[config.mk]
export PLATFORM = sky130hd
export DESIGN_NAME = ifetch_unit
export DESIGN_NICKNAME = d
export VERILOG_FILES = /design/src/rtl/ifetch_pkg.sv /design/src/rtl/ifetch_fifo.sv /design/src/rtl/ifetch_unit.sv
export SDC_FILE = /design/constraint.sdc
export NUM_CORES = 1
export LEC_CHECK = 0
export ABC_AREA = 1
export CORE_MARGIN = 5
export CORE_UTILIZATION = 35
export CTS_CLUSTER_SIZE = 24
export DETAILED_ROUTE_END_ITERATION = 16
export MAX_ROUTING_LAYER = met4
export PLACE_DENSITY = 0.62
export SLEW_MARGIN = 10
export SYNTH_ARGS = -nofsm -noshare
export SYNTH_HDL_FRONTEND = slang
export SYNTH_SLANG_ARGS = --single-unit
[constraint.sdc]
create_clock -name clk -period 4.1 [get_ports clk]
set_input_delay 0.615 -clock clk [delete_from_list [all_inputs] [get_ports clk]]
set_output_delay 0.615 -clock clk [all_outputs]
set_load 0.005 [all_outputs]
[src/rtl/ifetch_pkg.sv]
// rtl/ifetch_pkg.sv - shared types and constants for the instruction-fetch front end
package ifetch_pkg;

  typedef enum logic [1:0] {IDLE, REQ, DROP} fetch_state_t;

  typedef struct packed {
    logic [31:0] pc;
    logic [31:0] instr;
  } fetch_entry_t;

  localparam logic [31:0] PC_STEP          = 32'd4;
  localparam logic [31:0] DEFAULT_RESET_PC = 32'h0000_0000;

  function automatic logic [31:0] align_pc(input logic [31:0] pc);
    return pc & ~32'h3;
  endfunction

endpackage

[src/rtl/ifetch_fifo.sv]
// rtl/ifetch_fifo.sv - circular buffer of fetched {pc, instr} pairs feeding decode
module ifetch_fifo
  import ifetch_pkg::*;
#(
  parameter int DEPTH = 2
) (
  input  logic                     clk,
  input  logic                     rst,
  input  logic                     flush,
  input  logic                     push,
  input  fetch_entry_t             push_data,
  input  logic                     pop,
  output fetch_entry_t             head_data,
  output logic                     empty,
  output logic [$clog2(DEPTH):0]   count
);

  localparam int AW = $clog2(DEPTH);

  logic [AW-1:0] wr_ptr;
  logic [AW-1:0] rd_ptr;
  fetch_entry_t  mem [DEPTH];
  logic          do_pop;

  assign empty     = (count == '0);
  assign do_pop    = pop && !empty;
  assign head_data = mem[rd_ptr];

  // Storage is cleared on reset so the head outputs are never X; a flush only rewinds pointers.
  always_ff @(posedge clk) begin
    if (rst) begin
      wr_ptr <= '0;
      rd_ptr <= '0;
      count  <= '0;
      for (int i = 0; i < DEPTH; i++) mem[i] <= '0;
    end else if (flush) begin
      wr_ptr <= '0;
      rd_ptr <= '0;
      count  <= '0;
    end else begin
      if (push) begin
        mem[wr_ptr] <= push_data;
        wr_ptr      <= wr_ptr + 1'b1;
      end
      if (do_pop) rd_ptr <= rd_ptr + 1'b1;
      case ({push, do_pop})
        2'b10:   count <= count + 1'b1;
        2'b01:   count <= count - 1'b1;
        default: count <= count;
      endcase
    end
  end

endmodule

[src/rtl/ifetch_unit.sv]
// rtl/ifetch_unit.sv - fetch PC, instruction-memory handshake and redirect handling
module ifetch_unit
  import ifetch_pkg::*;
#(
  parameter logic [31:0] RESET_PC = DEFAULT_RESET_PC,
  parameter int          DEPTH    = 2
) (
  input  logic        clk,
  input  logic        rst,
  input  logic        redirect_valid,
  input  logic [31:0] redirect_pc,
  output logic        imem_req,
  output logic [31:0] imem_addr,
  input  logic        imem_ack,
  input  logic [31:0] imem_rdata,
  output logic        if_valid,
  output logic [31:0] if_pc,
  output logic [31:0] if_instr,
  input  logic        if_ready
);

  localparam int             CW   = $clog2(DEPTH) + 1;
  localparam logic [CW-1:0]  FULL = CW'(DEPTH);

  fetch_state_t  state;
  logic [31:0]   fetch_pc;
  logic [31:0]   pending_pc;
  logic [31:0]   redirect_tgt;
  logic          push;
  logic          pop;
  logic          empty;
  logic [CW-1:0] count;
  fetch_entry_t  push_data;
  fetch_entry_t  head;

  always_comb begin
    redirect_tgt    = align_pc(redirect_pc);
    push            = (state == REQ) && imem_ack && !redirect_valid;
    pop             = if_valid && if_ready;
    push_data.pc    = imem_addr;
    push_data.instr = imem_rdata;
  end

  assign if_valid = !empty;
  assign if_pc    = head.pc;
  assign if_instr = head.instr;

  ifetch_fifo #(.DEPTH(DEPTH)) u_fifo (
    .clk       (clk),
    .rst       (rst),
    .flush     (redirect_valid),
    .push      (push),
    .push_data (push_data),
    .pop       (pop),
    .head_data (head),
    .empty     (empty),
    .count     (count)
  );

  // A request cannot be withdrawn once issued, so a redirect that arrives before the
  // ack parks its target in pending_pc and the returning data is dropped in DROP.
  always_ff @(posedge clk) begin
    if (rst) begin
      state      <= IDLE;
      fetch_pc   <= RESET_PC;
      pending_pc <= '0;
      imem_req   <= 1'b0;
      imem_addr  <= RESET_PC;
    end else begin
      case (state)
        IDLE: begin
          if (redirect_valid) begin
            fetch_pc <= redirect_tgt;
          end else if (count < FULL) begin
            imem_req  <= 1'b1;
            imem_addr <= fetch_pc;
            state     <= REQ;
          end
        end
        REQ: begin
          if (imem_ack) begin
            imem_req <= 1'b0;
            state    <= IDLE;
            fetch_pc <= redirect_valid ? redirect_tgt : imem_addr + PC_STEP;
          end else if (redirect_valid) begin
            pending_pc <= redirect_tgt;
            state      <= DROP;
          end
        end
        DROP: begin
          if (imem_ack) begin
            imem_req <= 1'b0;
            state    <= IDLE;
            fetch_pc <= redirect_valid ? redirect_tgt : pending_pc;
          end else if (redirect_valid) begin
            pending_pc <= redirect_tgt;
          end
        end
        default: begin
          imem_req <= 1'b0;
          state    <= IDLE;
        end
      endcase
    end
  end

endmodule

# ---- After elaboration in Yosys (flattened, before gate mapping)
# Memory sizes are Yosys's and may differ from the RTL's. A register that Yosys moved wholly into a read port is not among the register bits.
# Cells that the tools add are included.
dict set report classes {
  muxes 28
  bitwise 2
  reduce_logical 18
  order_cmp 1
  n_eq_ne 11
  n_addsub 5
}
# cell n
set op_table {}
lappend op_table {{$mux W32} 5}
lappend op_table {{$pmux W32 S3} 1}
lappend op_table {{$mux W64} 1}
lappend op_table {{$reduce_or A64 Y1} 1}
lappend op_table {{$add A32 B3 Y32 const B} 1}
lappend op_table {{$mux W1} 13}
lappend op_table {{$mux W2} 5}
lappend op_table {{$ne A2 B2 Y1 const B} 5}
lappend op_table {{$reduce_and A4 Y1} 2}
lappend op_table {{$pmux W2 S3} 1}
lappend op_table {{$reduce_and A3 Y1} 2}
lappend op_table {{$eq A2 B1 Y1 const B} 2}
lappend op_table {{$eq A2 B2 Y1 const B} 2}
lappend op_table {{$logic_and A1 B1 Y1} 4}
lappend op_table {{$logic_not A2 Y1} 2}
lappend op_table {{$pmux W2 S2} 1}
lappend op_table {{$reduce_or A2 Y1} 2}
lappend op_table {{$ne A3 B3 Y1 const B} 1}
lappend op_table {{$reduce_bool A3 Y1} 1}
lappend op_table {{$add A1 B1 Y1 const B} 2}
lappend op_table {{$add A2 B1 Y2 const B} 1}
lappend op_table {{$logic_not A1 Y1} 2}
lappend op_table {{$lt A2 B2 Y1 const B} 1}
lappend op_table {{$ne A2 B1 Y1 const B} 1}
lappend op_table {{5 further kinds} 6}
dict set report totals {
  inputBits 69
  mem_count 1
  wordCells 74
  regBits 103
  out_inout_bits 98
  ramBits 128
}
# name words width read_ports rd_clocked_by_memory_dff wr line_no
set mem_list {}
lappend mem_list {u_fifo.mem 2 64 1 1 2 ifetch_fifo.sv:22} ;# fetch_entry_t mem [DEPTH];

# ---- Depth between registers and ports, before layout
dict set report logic_depth {
  depth_word 9
  mapped_depth 14
  ltp_nobuf 14
}

# ---- Modules after synthesis
# From an unflattened synthesis, not the netlist that was laid out.
dict set report hier_totals {
  cells_unflattened 1298
  area_unflattened_um2 11188.2
}
# module area_each_um2 n_inst cells_per_inst seq_area_each_um2
set modules_own_cells {}
lappend modules_own_cells {ifetch_fifo 5680.4 1 443 3943.8}
lappend modules_own_cells {ifetch_unit 5507.8 1 855 1981.9}

# ---- Worst setup path before layout
# No wires, ideal clock.
dict set report synth_timing {
  path_kind {input -> register}
  from {input rst}
  to {memory u_fifo.mem[0][0] (netlist name) (enable)}
  n_path_buf 3
  setup_time_ns 0.689
  slack_ns 0.751
  required_time_ns 3.411
  arrival_ns 2.660
  stages 6
  cell_sequence {clkbuf_1 -> inv_1 -> nand2_1 -> buf_2 -> buf_1 -> nand2_1}
}
# item line_no
set synth_rtl {}
lappend synth_rtl {{from (decl)} ifetch_unit.sv:9} ;# input logic rst,
lappend synth_rtl {{to (decl)} ifetch_fifo.sv:22}

==> flow_summary.ini <==
[status]
status = finished clean

[finish]
nNetsFinal = 1511
area_growth_pct = 26.4
final_cell_mix = 330 x nand2_1, 217 x nor2_1, 164 x clkdlybuf4s50_1
multiInputGateArea_um2 = 4340
layout-drive-gt1-share_pct = 9.62
seqCellArea_um2 = 5930
mostFrequentLayoutCell = nand2_1
n_fill_cell = 3006
diodes = 0

[worst_setup_path]
start_kind = register
regToRegSetupSlack_ns = 1.81
path_cells = buf_4, mux2_2, clkdlybuf4s50_1
timing.rr.end = u_fifo.mem[1][27]
crit_buf_inv = 2
crit_type = reg -> out
critical-path-top-delay-family = buffers and inverters
critical_path.slowest_cell = buf_4
crit_path_max_fanout = 64
crit_path_end_kind = primary output
arrival_ns = 2.50
worstRegToRegCells = 6
slowest_delay_ns = 0.64
timing.rr.start = state[1]
required_ns = 3.48

[clocking]
root_buffer = clkbuf_16
htree_levels = 1
cts_setup_buffers = 0
clk_latency_ns = 0.52
cts.sinks = 232
cts_resized = 0
ctsLongestPathBuffers = 3
cts_made_buffers = 26
clkTransAtPathRegs_ns = 0.06
tritoncts = yes
ctsHoldBuffers = 0

[drt]
wl_per_cell_um = 16.8
drt-vias-per-instance = 4.90
drcViolationCount = 0
ant_nets = 0
vias = 9080
initialDrtViolationCount = 629
routed_wirelength_um = 31200
dr.pass1.iters = 5

[yosys]
yosysTopAreaCell = edfxtp_1
ys_seq_area_share_pct = 54.5
synth_cell_types = 33
syn_nets = 1370
synth_cells = 1295
synth-async-reset-ratio_pct = 0
synth-xor-area-share_pct = 0.0805
synth-compound-area-share_pct = 10.8
yosys-top-cells-area = edfxtp_1 35%, dfxtp_1 19%, nand2_1 12%
synth_warnings = 0
syn_avg_cell_area_um2 = 8.40
synth-seq-cells = 232
syn_area_um2 = 10900
synth_top_family_by_area = simple AND/OR/NAND/NOR gates
synth_edf_count = 128
synthMuxAreaShare_pct = 6.62
synth_top_cell_area_share_pct = 35.3
ys.flop_type = edfxtp_1
yosys.area_share.simple_pct = 21.5
synth_fa_ha_area_share_pct = 0.690

[timing]
finalHoldViolations = 0
fin_hold_ws_ns = 0.455
finalSetupTns_ns = 0
tightest_slew_ns = 0.926
rsz0062_at_grt = no
timing.fmax_ghz = 0.321
finalClockSkew_ns = 0.0120
slew_viol_final = 0
slew_headroom_pct = 38.3
fin_crit_sh_pct = 76.0
min_period_ns = 3.11
setup_viol = 0

[hold_path]
hold_path_class = reg -> reg
hold_depth = 2
hp-start = pending_pc[0]
min_delay_worst_endpoint = pending_pc[0]

[floorplan]
die_y_um = 186
initial_utilization_pct = 35.5
dieArea_um2 = 34700
rows = 64
io_pins = 167
core_area_um2 = 30700
die-width_um = 186

[grt]
grt_remaining_overflow = 0
antenna_found_initial = 0
grt_pass1_vias = 8978
grt_pass1_wl_um = 49800
track_usage_pct = 17.9
grt_max_degree = 65

[placed_design]
gp_congestion = 0.888
numPortBuffers = 164
hpwl_um = 20600

[power]
peakVddDrop_mv = 0.353
p_leak_nw = 5.33
p_per_area_nw_per_um2 = 527

[flow_run]
max-cap-violations = 0
## per-stage QoR
| stage | instance area (um2) | std cells | power (mW) | utilization [%] | setup slack [ns] |
|---|---|---|---|---|---|
| global placement | 13000 | 1804 | 5.07 | 42.3 | 1.17 |
| global route | 13800 | 1852 | 7.69 | 44.9 | 0.894 |
| CTS | 13800 | 1852 | 7.32 | 44.9 | 0.963 |
| floorplan | 10900 | 1295 | 4.25 | - | 0.751 |
| detailed placement | 13000 | 1804 | 5.11 | 42.3 | 1.15 |
| finish | 13800 | 1852 | 7.25 | 44.9 | 0.985 |
## Yosys cell counts, types with 10 or more instances
cell	number
nand2_1	334
buf_2	16
nand3_1	34
a21oi_1	129
a31oi_1	10
o21ai_0	75
nor2_1	218
inv_1	87
mux2_2	64
clkbuf_1	44
edfxtp_1	128
dfxtp_1	104
buf_1	11
## cell families after synthesis
| family | count (synthesis) |
|---|---|
| XOR/XNOR | 1 |
| buffers and inverters | 163 |
| AO/OA/AOI/OAI | 227 |
| flip-flops | 232 |
| adder cells (fa/ha/maj) | 6 |
| multiplexers | 64 |
| AND/OR/NAND/NOR | 602 |
## sequential cells by signal, indices dropped and copies added, names as in the netlist, 2 cells and up, named ones only
signal,cells
state,2
pending_pc,32
imem_addr,32
fetch_pc,32
u_fifo.mem,128
u_fifo.count,2
## final cells by class
class | count | area share (%)
Tap cell | 396 | 3.60
Inverter | 92 | 2.51
Sequential cell | 232 | 43.1
Clock buffer | 30 | 4.99
Timing Repair Buffer | 184 | 13.5
Multi-Input combinational cell | 900 | 31.5
Clock inverter | 18 | 0.809
## report_power, final
part	switching [mW]	total (mW)	internal, mW
logic	1.25	2.05	0.794
clock network	0.924	2.18	1.26
registers	0.230	3.03	2.80
## metal layers
layer	share of wire, %	GRT usage, %	wire [um]
met1	46	24.8	14300
met2	45	27.2	14000
met3	6.7	3.18	2080
met4	2.5	4.71	792
met5	0	-	0
## worst min-delay path, stage by stage, from the launching register on
cell and delay, ns:
dfxtp_1 0.31, nand3_1 0.07, inv_1 0.04
## how the worst max path moves through the flow
stage	from	end	depth (start not counted)
after floorplan	rst	u_fifo.mem[0][0]	6
after global placement	redirect_valid	u_fifo.mem[1][61]	5
after detailed placement	redirect_valid	u_fifo.mem[1][27]	5
after CTS	register	if_pc[14]	3
after global routing	register	if_pc[12]	3
final	register	if_pc[18]	3
Note: power is estimated with default switching activity, not from simulation.
